### src/rtl/visor_observe_engine.sv
// Sequencer that reads target registers at a breakpoint by injecting "rDEST = rN" moves
// through the diverted code bus, then restores EXR from its shadow and releases the target.
module visor_observe_engine #(
    parameter int unsigned WORD_W        = 16,
    parameter int unsigned NUM_REGS      = 16,
    parameter int unsigned REG_W         = 4,
    parameter int unsigned MOVE_BASE     = 'h3c00,
    parameter int unsigned SETTLE_CYCLES = 1
) (
    input  logic              sysclk,
    input  logic              sysreset,
    input  logic              req_valid,
    output logic              req_ready,
    input  logic [REG_W-1:0]  req_reg,
    input  logic              req_dump,
    input  logic              tg_halted,
    input  logic [WORD_W-1:0] exr_shadow,
    input  logic [WORD_W-1:0] tg_to_visor_reg,
    output logic [WORD_W-1:0] tg_code_in,
    output logic              divert_code_bus,
    output logic              tg_debug_hold,
    output logic              tg_force_load_exr,
    output logic              tg_force_exec,
    output logic              rsp_valid,
    input  logic              rsp_ready,
    output logic [REG_W-1:0]  rsp_reg,
    output logic [WORD_W-1:0] rsp_data,
    output logic              rsp_last,
    output logic              busy,
    output logic              err
);

    localparam logic [WORD_W-1:0] MoveWord   = WORD_W'(MOVE_BASE);
    localparam logic [REG_W:0]    NumRegs    = (REG_W + 1)'(NUM_REGS);
    localparam logic [REG_W-1:0]  LastIdx    = REG_W'(NUM_REGS - 1);
    localparam logic [3:0]        SettleInit = 4'(SETTLE_CYCLES - 1);

    typedef enum logic [3:0] {
        StIdle, StDivert, StLoad, StExec, StSettle, StCapture, StRespond, StRestore, StRelease
    } state_e;

    state_e            state_q;
    logic [REG_W-1:0]  idx_q;
    logic              dump_q;
    logic [3:0]        settle_q;
    logic              restore_first_q;

    logic [REG_W-1:0]  start_idx;
    logic [REG_W-1:0]  next_idx;
    logic              bad_reg;

    assign start_idx = req_dump ? '0 : req_reg;
    assign next_idx  = idx_q + REG_W'(1);
    assign bad_reg   = !req_dump && ({1'b0, req_reg} >= NumRegs);

    function automatic logic [WORD_W-1:0] move_word(input logic [REG_W-1:0] i);
        return MoveWord | WORD_W'(i);
    endfunction

    always_ff @(posedge sysclk) begin
        if (sysreset) begin
            state_q           <= StIdle;
            idx_q             <= '0;
            dump_q            <= 1'b0;
            settle_q          <= '0;
            restore_first_q   <= 1'b0;
            req_ready         <= 1'b1;
            tg_code_in        <= '0;
            divert_code_bus   <= 1'b0;
            tg_debug_hold     <= 1'b0;
            tg_force_load_exr <= 1'b0;
            tg_force_exec     <= 1'b0;
            rsp_valid         <= 1'b0;
            rsp_reg           <= '0;
            rsp_data          <= '0;
            rsp_last          <= 1'b0;
            busy              <= 1'b0;
            err               <= 1'b0;
        end else begin
            tg_force_load_exr <= 1'b0;
            tg_force_exec     <= 1'b0;
            case (state_q)
                StIdle: begin
                    if (req_valid) begin
                        if (!tg_halted || bad_reg) begin
                            err <= 1'b1;
                        end else begin
                            err             <= 1'b0;
                            idx_q           <= start_idx;
                            dump_q          <= req_dump;
                            req_ready       <= 1'b0;
                            busy            <= 1'b1;
                            divert_code_bus <= 1'b1;
                            tg_debug_hold   <= 1'b1;
                            tg_code_in      <= move_word(start_idx);
                            state_q         <= StDivert;
                        end
                    end
                end
                StDivert: begin
                    tg_force_load_exr <= 1'b1;
                    state_q           <= StLoad;
                end
                StLoad: begin
                    tg_force_exec <= 1'b1;
                    state_q       <= StExec;
                end
                StExec: begin
                    settle_q <= SettleInit;
                    state_q  <= StSettle;
                end
                StSettle: begin
                    if (settle_q == 4'd0) begin
                        state_q <= StCapture;
                    end else begin
                        settle_q <= settle_q - 4'd1;
                    end
                end
                StCapture: begin
                    rsp_data  <= tg_to_visor_reg;
                    rsp_reg   <= idx_q;
                    rsp_last  <= !dump_q || (idx_q == LastIdx);
                    rsp_valid <= 1'b1;
                    state_q   <= StRespond;
                end
                StRespond: begin
                    if (rsp_ready) begin
                        rsp_valid <= 1'b0;
                        rsp_last  <= 1'b0;
                        if (rsp_last) begin
                            // EXR still holds the injected move; put the real one back.
                            restore_first_q   <= 1'b1;
                            tg_code_in        <= exr_shadow;
                            tg_force_load_exr <= 1'b1;
                            state_q           <= StRestore;
                        end else begin
                            idx_q      <= next_idx;
                            tg_code_in <= move_word(next_idx);
                            state_q    <= StDivert;
                        end
                    end
                end
                StRestore: begin
                    if (restore_first_q) begin
                        restore_first_q <= 1'b0;
                        tg_code_in      <= exr_shadow;
                    end else begin
                        divert_code_bus <= 1'b0;
                        tg_debug_hold   <= 1'b0;
                        tg_code_in      <= '0;
                        state_q         <= StRelease;
                    end
                end
                StRelease: begin
                    busy      <= 1'b0;
                    req_ready <= 1'b1;
                    state_q   <= StIdle;
                end
                default: state_q <= StIdle;
            endcase
        end
    end

endmodule

### config.mk
export PLATFORM = sky130hd
export DESIGN_NAME = visor_observe_engine
export DESIGN_NICKNAME = d
export VERILOG_FILES = /design/src/rtl/visor_observe_engine.sv
export SDC_FILE = /design/constraint.sdc
export NUM_CORES = 1
export LEC_CHECK = 0
export CORE_AREA = 2 2 95 106
export CTS_CLUSTER_DIAMETER = 80
export DETAILED_ROUTE_END_ITERATION = 6
export DIE_AREA = 0 0 97 108
export PLACE_DENSITY = 0.62
export SLEW_MARGIN = 10
export SYNTH_ARGS = -nofsm -noshare
export SYNTH_HDL_FRONTEND = slang
export SYNTH_SLANG_ARGS = --single-unit
### constraint.sdc
create_clock -name sysclk -period 2.3 [get_ports sysclk]
set_clock_uncertainty 0.15 [all_clocks]
set_input_delay 0.345 -clock sysclk [delete_from_list [all_inputs] [get_ports sysclk]]
set_output_delay 0.345 -clock sysclk [all_outputs]
set_load 0.1 [all_outputs]
==> summary.md, run 1 <==
Run status
* complete, no violations — run status

Cells and area
* 957 — fill cell count
* 38.6% — P&R area growth vs syn
* 21.1% — fraction of final layout cells with drive strength greater than 1
* rsp_data: 16 flops, tg_code_in: 16 flops — registers with the highest flip-flop counts
* 469 — Final Net Count
* 3840 sq um — final non-filler cell area
* 0 — antenna cell count
* 62 x sky130_fd_sc_hd__buf_4, 58 x sky130_fd_sc_hd__dfxtp_1, 55 x sky130_fd_sc_hd__nand2_1 — top library cells by usage in the layout, fill and taps aside
* 544 — count of placed standard cells in the final layout, fillers left out
* sky130_fd_sc_hd__buf_4 — most common library cell in the layout ignoring fill and taps

Yosys
* 58 — number of synthesized register bits
* 41.9% — Seq/Total Area, Yosys
* 2770 sq um — area of the mapped netlist
* 0% — FFs w/ async S/R, synth
* 381 — synthesized net count
* 336 — number of instances in the synthesized netlist
* sky130_fd_sc_hd__dfxtp_1 — Primary FF master, synth
* 0 — count of warnings emitted by yosys
* 8.24 sq um — post-synthesis average cell area
* 0 — Post-synth EDFFs
* 60 — count of distinct cell types in the synthesized netlist

Route
* 0 — final antenna-violating net count
* 7820 um — Final Routed Wirelength
* 14.4 um — average detailed-routed wire length per instance
* 2,755 — via count
* 5.06 — mean number of vias per cell
* 185 — drt first-iter violations
* 0 — number of design rule violations left after detail routing
* 4 — first drt pass iteration count

Timing
* 0 ns — Sum Neg Setup Slack
* 0.274 ns — post-layout worst setup margin
* 0 — Final Setup Violations
* 0.304 ns — hold slack
* 88.1% — final critical-path share of the clock period
* no — unrepaired setup endpoints after global routing
* 0 — number of slew-limit violations in the final report
* 0.494 GHz — maximum frequency from static timing analysis
* 0.707 ns — transition time at the pin with the least slew margin
* 2.03 ns — Tmin final
* 52.8% — relative slew slack
* 0 — Final Hold Viols

Critical path
* register — kind of start point of the critical path
* 0.50 ns — crit-path max cell delay
* reg2reg — Crit Path Class
* or3_1 -> a21boi_2 -> buf_4 -> o21ai_0 -> a21oi_1 — Cell Chain, Critical Path
* 2.41 ns — worst endpoint required time
* sky130_fd_sc_hd__or3_1 — CP max stage cell
* 1 — number of buffers and inverters on the critical path
* register — Setup crit end kind
* 17 — largest fanout on the critical path
* 2.14 ns — Arr. time, crit path
* compound AO/OA/AOI/OAI gates — category of cells accounting for the largest share of critical-path delay
* state_q[1] — startpoint of the worst register-to-register path
* state_q[1] — critical path startpoint

Pwr
* 1.47 nW — reported leakage power
* 0.00236 W — total internal power
* 1170 nW/um^2 — power density relative to cell area
* 50.1% — Gate power share
* 47.4% — switching portion of total power
* 19.3% — relative contribution of the clock network to total power
* 0.00213 W — total net switching power
* 0.930 mV — maximum resistive drop on vdd
* 30.6% — part of the total power dissipated in sequential elements

Placement
* 86 — input/output buffers
* 530 — number of placed instances, taps included
* 3670 sq um — cell area reported after detailed placement
* 0.793 — final RePlAce weighted congestion
* 5550 um — dpl hpwl
* 0.135 ns — post-placement worst setup slack

CTS
* done — CTS tree
* 3 — H-tree levels
* sky130_fd_sc_hd__clkbuf_8 — clock root buffer master
* 0 — # resized after CTS
* 0.06 ns — clock slew at the register clock pins of the worst setup and hold paths
* 0 — cts hold-fix bufs
* 9 — clock buffer count from CTS
* 2 — Clock Tree Buf Depth
* 58 — Sink Count
* 0 — postcts setup bufs
* 0.33 ns — clock latency reported for the late side of the worst-skew pair

Hold path
* reg2reg — worst hold path type
* rsp_data[5] — min-delay src

Floorplanning
* 97 um — horizontal extent of the die
* 108 um — die extent in y
* 87 — number of top-level design ports
* 37 — placement row count
* 9310 sq um — CORE AREA
* 10,500 sq um — die outline area
* 29.8% — starting utilization of the core area

Global routing
* 12,900 um — global-route wire length before repair
* 0 — initial antenna violation count
* 15.2% — GRT Total Usage
* 0 — global route overflow
* 51 — maximum number of pins on one net before global-route repair
* 2,594 — via count of the first global-routing pass

Flow run
* 0 — Maximum Capacitance Violations

[kinds of logic (layout without fill, tap and decap cells)]
logic type	after synthesis	in the layout	synth area share, %
compound gates	107	107	24.9
xor+xnor	2	2	0.632
fa+ha+maj	3	3	1.36
buf+inv	36	127	6.32
flops	58	58	41.9
mux	3	3	1.08
simple gates	127	127	23.8
[cell usage after synthesis, types with 3 or more instances]
cell type	count	share of area [%]
sky130_fd_sc_hd__nand2b_1	5	1.1
sky130_fd_sc_hd__a21oi_1	47	8.5
sky130_fd_sc_hd__nand3_1	9	1.6
sky130_fd_sc_hd__dfxtp_1	58	42
sky130_fd_sc_hd__buf_2	8	1.4
sky130_fd_sc_hd__o21a_1	4	1.1
sky130_fd_sc_hd__and3_1	3	0.68
sky130_fd_sc_hd__o21ai_0	14	2.5
sky130_fd_sc_hd__mux2i_1	3	1.1
sky130_fd_sc_hd__a31oi_1	7	1.6
sky130_fd_sc_hd__nor2b_1	3	0.68
sky130_fd_sc_hd__nor3_1	3	0.54
sky130_fd_sc_hd__clkbuf_1	14	1.9
sky130_fd_sc_hd__ha_1	3	1.4
sky130_fd_sc_hd__nor2_1	18	2.4
sky130_fd_sc_hd__o211ai_1	3	0.81
sky130_fd_sc_hd__nand4_1	10	2.3
sky130_fd_sc_hd__inv_1	9	1.2
sky130_fd_sc_hd__nand2_1	55	7.5
sky130_fd_sc_hd__buf_6	3	1.2
sky130_fd_sc_hd__and3b_1	3	0.95
sky130_fd_sc_hd__a311oi_1	7	2.2
[stage by stage]
stage	util (%)	power (W)
after floorplan	-	0.00308
after global placement	39.4	0.00361
after detailed placement	39.4	0.00363
after CTS	41.3	0.00451
after global routing	41.3	0.00473
final	41.3	0.00449
[power groups by stage]
stage          registers (W)  clock network [W]  logic, W
3_3_place_gp         0.00139                  0   0.00222
3_5_place_dp         0.00139                  0   0.00224
5_1_grt              0.00140           0.000942   0.00239
2_1_floorplan        0.00207                  0   0.00101
6_report             0.00137           0.000866   0.00225
4_1_cts              0.00137           0.000894   0.00225
[layout make-up]
type	count	area [sq um]	share of cell area, %
multi-input cells	242	1430	37.4
flip-flops and latches	58	1160	30.2
repair buffers	104	891	23.2
well taps	117	146	3.81
clock buffers	10	128	3.32
clock inverters	4	45.0	1.17
inverters	9	33.8	0.880
[worst paths after layout]
| path | cells past startpoint | endpoint | slack, ns |
|---|---|---|---|
| max | 5 | tg_code_in[7] | 0.27 |
| min | 2 | rsp_data[5] | 0.30 |
| max reg2reg | 5 | tg_code_in[7] | 0.27 |
| min reg2reg | 2 | rsp_data[5] | 0.30 |
[tightest hold or removal path: stages, from the launching register on]
cell and delay, ns:
sky130_fd_sc_hd__dfxtp_1 0.31, sky130_fd_sc_hd__nand2_1 0.05, sky130_fd_sc_hd__a21oi_1 0.05
[routing by layer]
| metal | part of all wire (%) | vias to the layer above | wire, um | track usage (%) |
|---|---|---|---|---|
| met5 | 0 | - | 0 | 0 |
| met4 | 1.1 | 0 | 83 | 4.73 |
| met3 | 6.6 | 10 | 514 | 4.59 |
| met2 | 46 | 94 | 3600 | 23.5 |
| met1 | 46 | 1254 | 3620 | 20.4 |
| li1 | - | 1397 | - | - |
No activity file was read; power rests on OpenSTA's default activity.
==> run 2: changes to the inputs <==
--- a/config.mk
+++ b/config.mk
@@ -9,7 +9,8 @@
 export CTS_CLUSTER_DIAMETER = 80
 export DETAILED_ROUTE_END_ITERATION = 6
 export DIE_AREA = 0 0 97 108
-export PLACE_DENSITY = 0.62
+export DONT_BUFFER_PORTS = 1
+export PLACE_DENSITY = 0.5
 export SLEW_MARGIN = 10
 export SYNTH_ARGS = -nofsm -noshare
 export SYNTH_HDL_FRONTEND = slang
==> run 2 against run 1 <==
Hold slack worse by 0.29 ns. Cell area down 5.1%. Worst setup slack worse by 0.062 ns. Largest cell class unchanged. Highest routed layer unchanged.
==> summary.md, run 2 (synthesis results as in run 1) <==
Run status
* complete, no violations — run status

CTS
* 0.07 ns — clock slew at the register clock pins of the worst setup and hold paths, about the same
* done — CTS tree
* sky130_fd_sc_hd__clkbuf_8 — clock root buffer master
* 2 — Clock Tree Buf Depth, unchanged
* 3 — H-tree levels, unchanged
* 9 — clock buffer count from CTS, unchanged
* 0 — postcts setup bufs, unchanged
* 58 — Sink Count, unchanged
* 0 — # resized after CTS, unchanged
* 0.34 ns — clock latency reported for the late side of the worst-skew pair, about the same

Pwr
* 48.3% — Gate power share, -1.8 points
* 21.6% — relative contribution of the clock network to total power, +2.3 points
* 30.1% — part of the total power dissipated in sequential elements, -0.5 points
* 47.6% — switching portion of total power, +0.26 points
* 0.00236 W — total internal power, about the same
* 1240 nW/um^2 — power density relative to cell area, +5.9%
* 0.376 mV — maximum resistive drop on vdd, -60%
* 0.00215 W — total net switching power, +1.1%
* 1.38 nW — reported leakage power, -6.1%

Cells and area
* 0 — antenna cell count, unchanged
* 21.3% — fraction of final layout cells with drive strength greater than 1, +0.21 points
* 3640 sq um — final non-filler cell area, -5.1%
* 444 — Final Net Count, -5.3%
* rsp_data: 16 flops, tg_code_in: 16 flops — registers with the highest flip-flop counts
* 31.5% — P&R area growth vs syn
* 57 x sky130_fd_sc_hd__dfxtp_1, 56 x sky130_fd_sc_hd__buf_4, 55 x sky130_fd_sc_hd__nand2_1 — top library cells by usage in the layout, fill and taps aside
* sky130_fd_sc_hd__dfxtp_1 — most common library cell in the layout ignoring fill and taps

Global routing
* 0 — initial antenna violation count, unchanged
* 13,300 um — global-route wire length before repair, +3.2%
* 15.7% — GRT Total Usage, +0.51 points
* 2,639 — via count of the first global-routing pass, +1.7%
* 50 — maximum number of pins on one net before global-route repair, -2.0%
* 0 — global route overflow, unchanged

Timing
* 0.814 ns — transition time at the pin with the least slew margin, +0.106 ns
* 0 — Final Hold Viols, unchanged
* 45.7% — relative slew slack, -7.1 points
* 0 — number of slew-limit violations in the final report, unchanged
* 0 — Final Setup Violations, unchanged
* 90.8% — final critical-path share of the clock period, +2.7 points
* 0.479 GHz — maximum frequency from static timing analysis, -2.9%
* 0 ns — Sum Neg Setup Slack, unchanged
* 2.09 ns — Tmin final, +0.0615 ns
* no — unrepaired setup endpoints after global routing

Placement
* 0 — input/output buffers, -100%
* 3200 sq um — cell area reported after detailed placement, -13%
* 5470 um — dpl hpwl, -1.4%
* 0.862 — final RePlAce weighted congestion, +8.6%

Critical path
* 2.42 ns — worst endpoint required time, about the same
* 4 — logic depth of the worst register-to-register path, -1
* 2.20 ns — Arr. time, crit path, +0.06 ns
* reg2reg — Crit Path Class
* 22 — largest fanout on the critical path, +5
* register — kind of start point of the critical path
* register — Setup crit end kind

Hold path
* in2reg — worst hold path type
* 2 — Hold Crit Depth, unchanged

Route
* 2,664 — via count, -3.3%
* 5.11 — mean number of vias per cell, +0.97%
* 15.4 um — average detailed-routed wire length per instance, +7.3%
* 4 — first drt pass iteration count, unchanged
* 0 — number of design rule violations left after detail routing, unchanged
* 0 — final antenna-violating net count, unchanged
* 8030 um — Final Routed Wirelength, +2.8%
* 150 — drt first-iter violations, -19%

Floorplanning
* 108 um — die extent in y, unchanged
* 10,500 sq um — die outline area, unchanged
* 9310 sq um — CORE AREA, unchanged
* 37 — placement row count, unchanged
* 87 — number of top-level design ports, unchanged
* 29.8% — starting utilization of the core area, unchanged
* 97 um — horizontal extent of the die, unchanged

Flow run
* 0 — Maximum Capacitance Violations, unchanged

run 2: cell types whose count changed in the layout (fill, tap and decap cells not counted):
| cell | change |
|---|---|
| sky130_fd_sc_hd__dlygate4sd3_1 | +22 |
| sky130_fd_sc_hd__clkdlybuf4s50_1 | -40 |
| sky130_fd_sc_hd__clkinv_2 | -2 |
| sky130_fd_sc_hd__buf_4 | -6 |
| sky130_fd_sc_hd__dfxtp_1 | -1 |
| sky130_fd_sc_hd__dfxtp_2 | +1 |
| sky130_fd_sc_hd__clkinvlp_4 | +2 |
| sky130_fd_sc_hd__clkbuf_8 | +2 |
| sky130_fd_sc_hd__buf_2 | -1 |
run 2: per-layer routing:
metal / GRT usage [%] / vias to the layer above / share of wire (%)
met1: 19.3 / 1237 / 43
met2: 25.5 / 75 / 48
li1: - / 1342 / -
met3: 5.88 / 10 / 7.8
met5: 0 / - / 0
met4: 4.93 / 0 / 0.98
run 2: metrics by stage:
stage	total power [W]	worst slack, ns	hold WS (ns)	util (%)	std cells
2_1_floorplan	0.00308	0.0748	0.296	-	336
3_3_place_gp	0.00349	0.338	0.271	34.4	482
3_5_place_dp	0.00350	0.274	0.273	34.4	482
4_1_cts	0.00454	0.255	0.00192	39.1	521
5_1_grt	0.00476	0.148	0.00959	39.1	521
6_report	0.00451	0.212	0.0122	39.1	521
run 2: power groups by stage:
stage	sequential, W	clock (W)	combinational, W
3_5_place_dp	0.00137	0	0.00213
4_1_cts	0.00135	0.00100	0.00218
3_3_place_gp	0.00137	0	0.00212
6_report	0.00136	0.000976	0.00218
5_1_grt	0.00138	0.00105	0.00234
2_1_floorplan	0.00207	0	0.00101
run 2: layout make-up:
| cell class | count | area [sq um] |
|---|---|---|
| Fill cell | 956 | 5660 |
| Multi-Input combinational cell | 242 | 1430 |
| Sequential cell | 58 | 1160 |
| Timing Repair Buffer | 79 | 661 |
| Clock buffer | 12 | 155 |
| Tap cell | 117 | 146 |
| Clock inverter | 4 | 50.0 |
| Inverter | 9 | 33.8 |
run 2: final timing paths:
check	start	end	slack, ns
max	state_q[0]	settle_q[3]	0.21
max reg2reg	state_q[0]	settle_q[3]	0.21
min reg2reg	rsp_data[0]	rsp_data[0]	0.31
min	exr_shadow[10]	tg_code_in[10]	0.01
run 2: timing repair:
| item | 4_1_cts | 5_1_grt |
|---|---|---|
| setup endpoints to repair | 0 | 0 |
| hold buffers | 23 | 0 |
| endpoints found under the hold margin | 49 | 0 |
run 2: critical path, stage by stage (launching register included):
cell                       delay [ns]
sky130_fd_sc_hd__dfxtp_1         0.85
sky130_fd_sc_hd__and3b_1         0.31
sky130_fd_sc_hd__a31oi_1         0.08
sky130_fd_sc_hd__or4_1           0.48
sky130_fd_sc_hd__a21boi_1        0.15
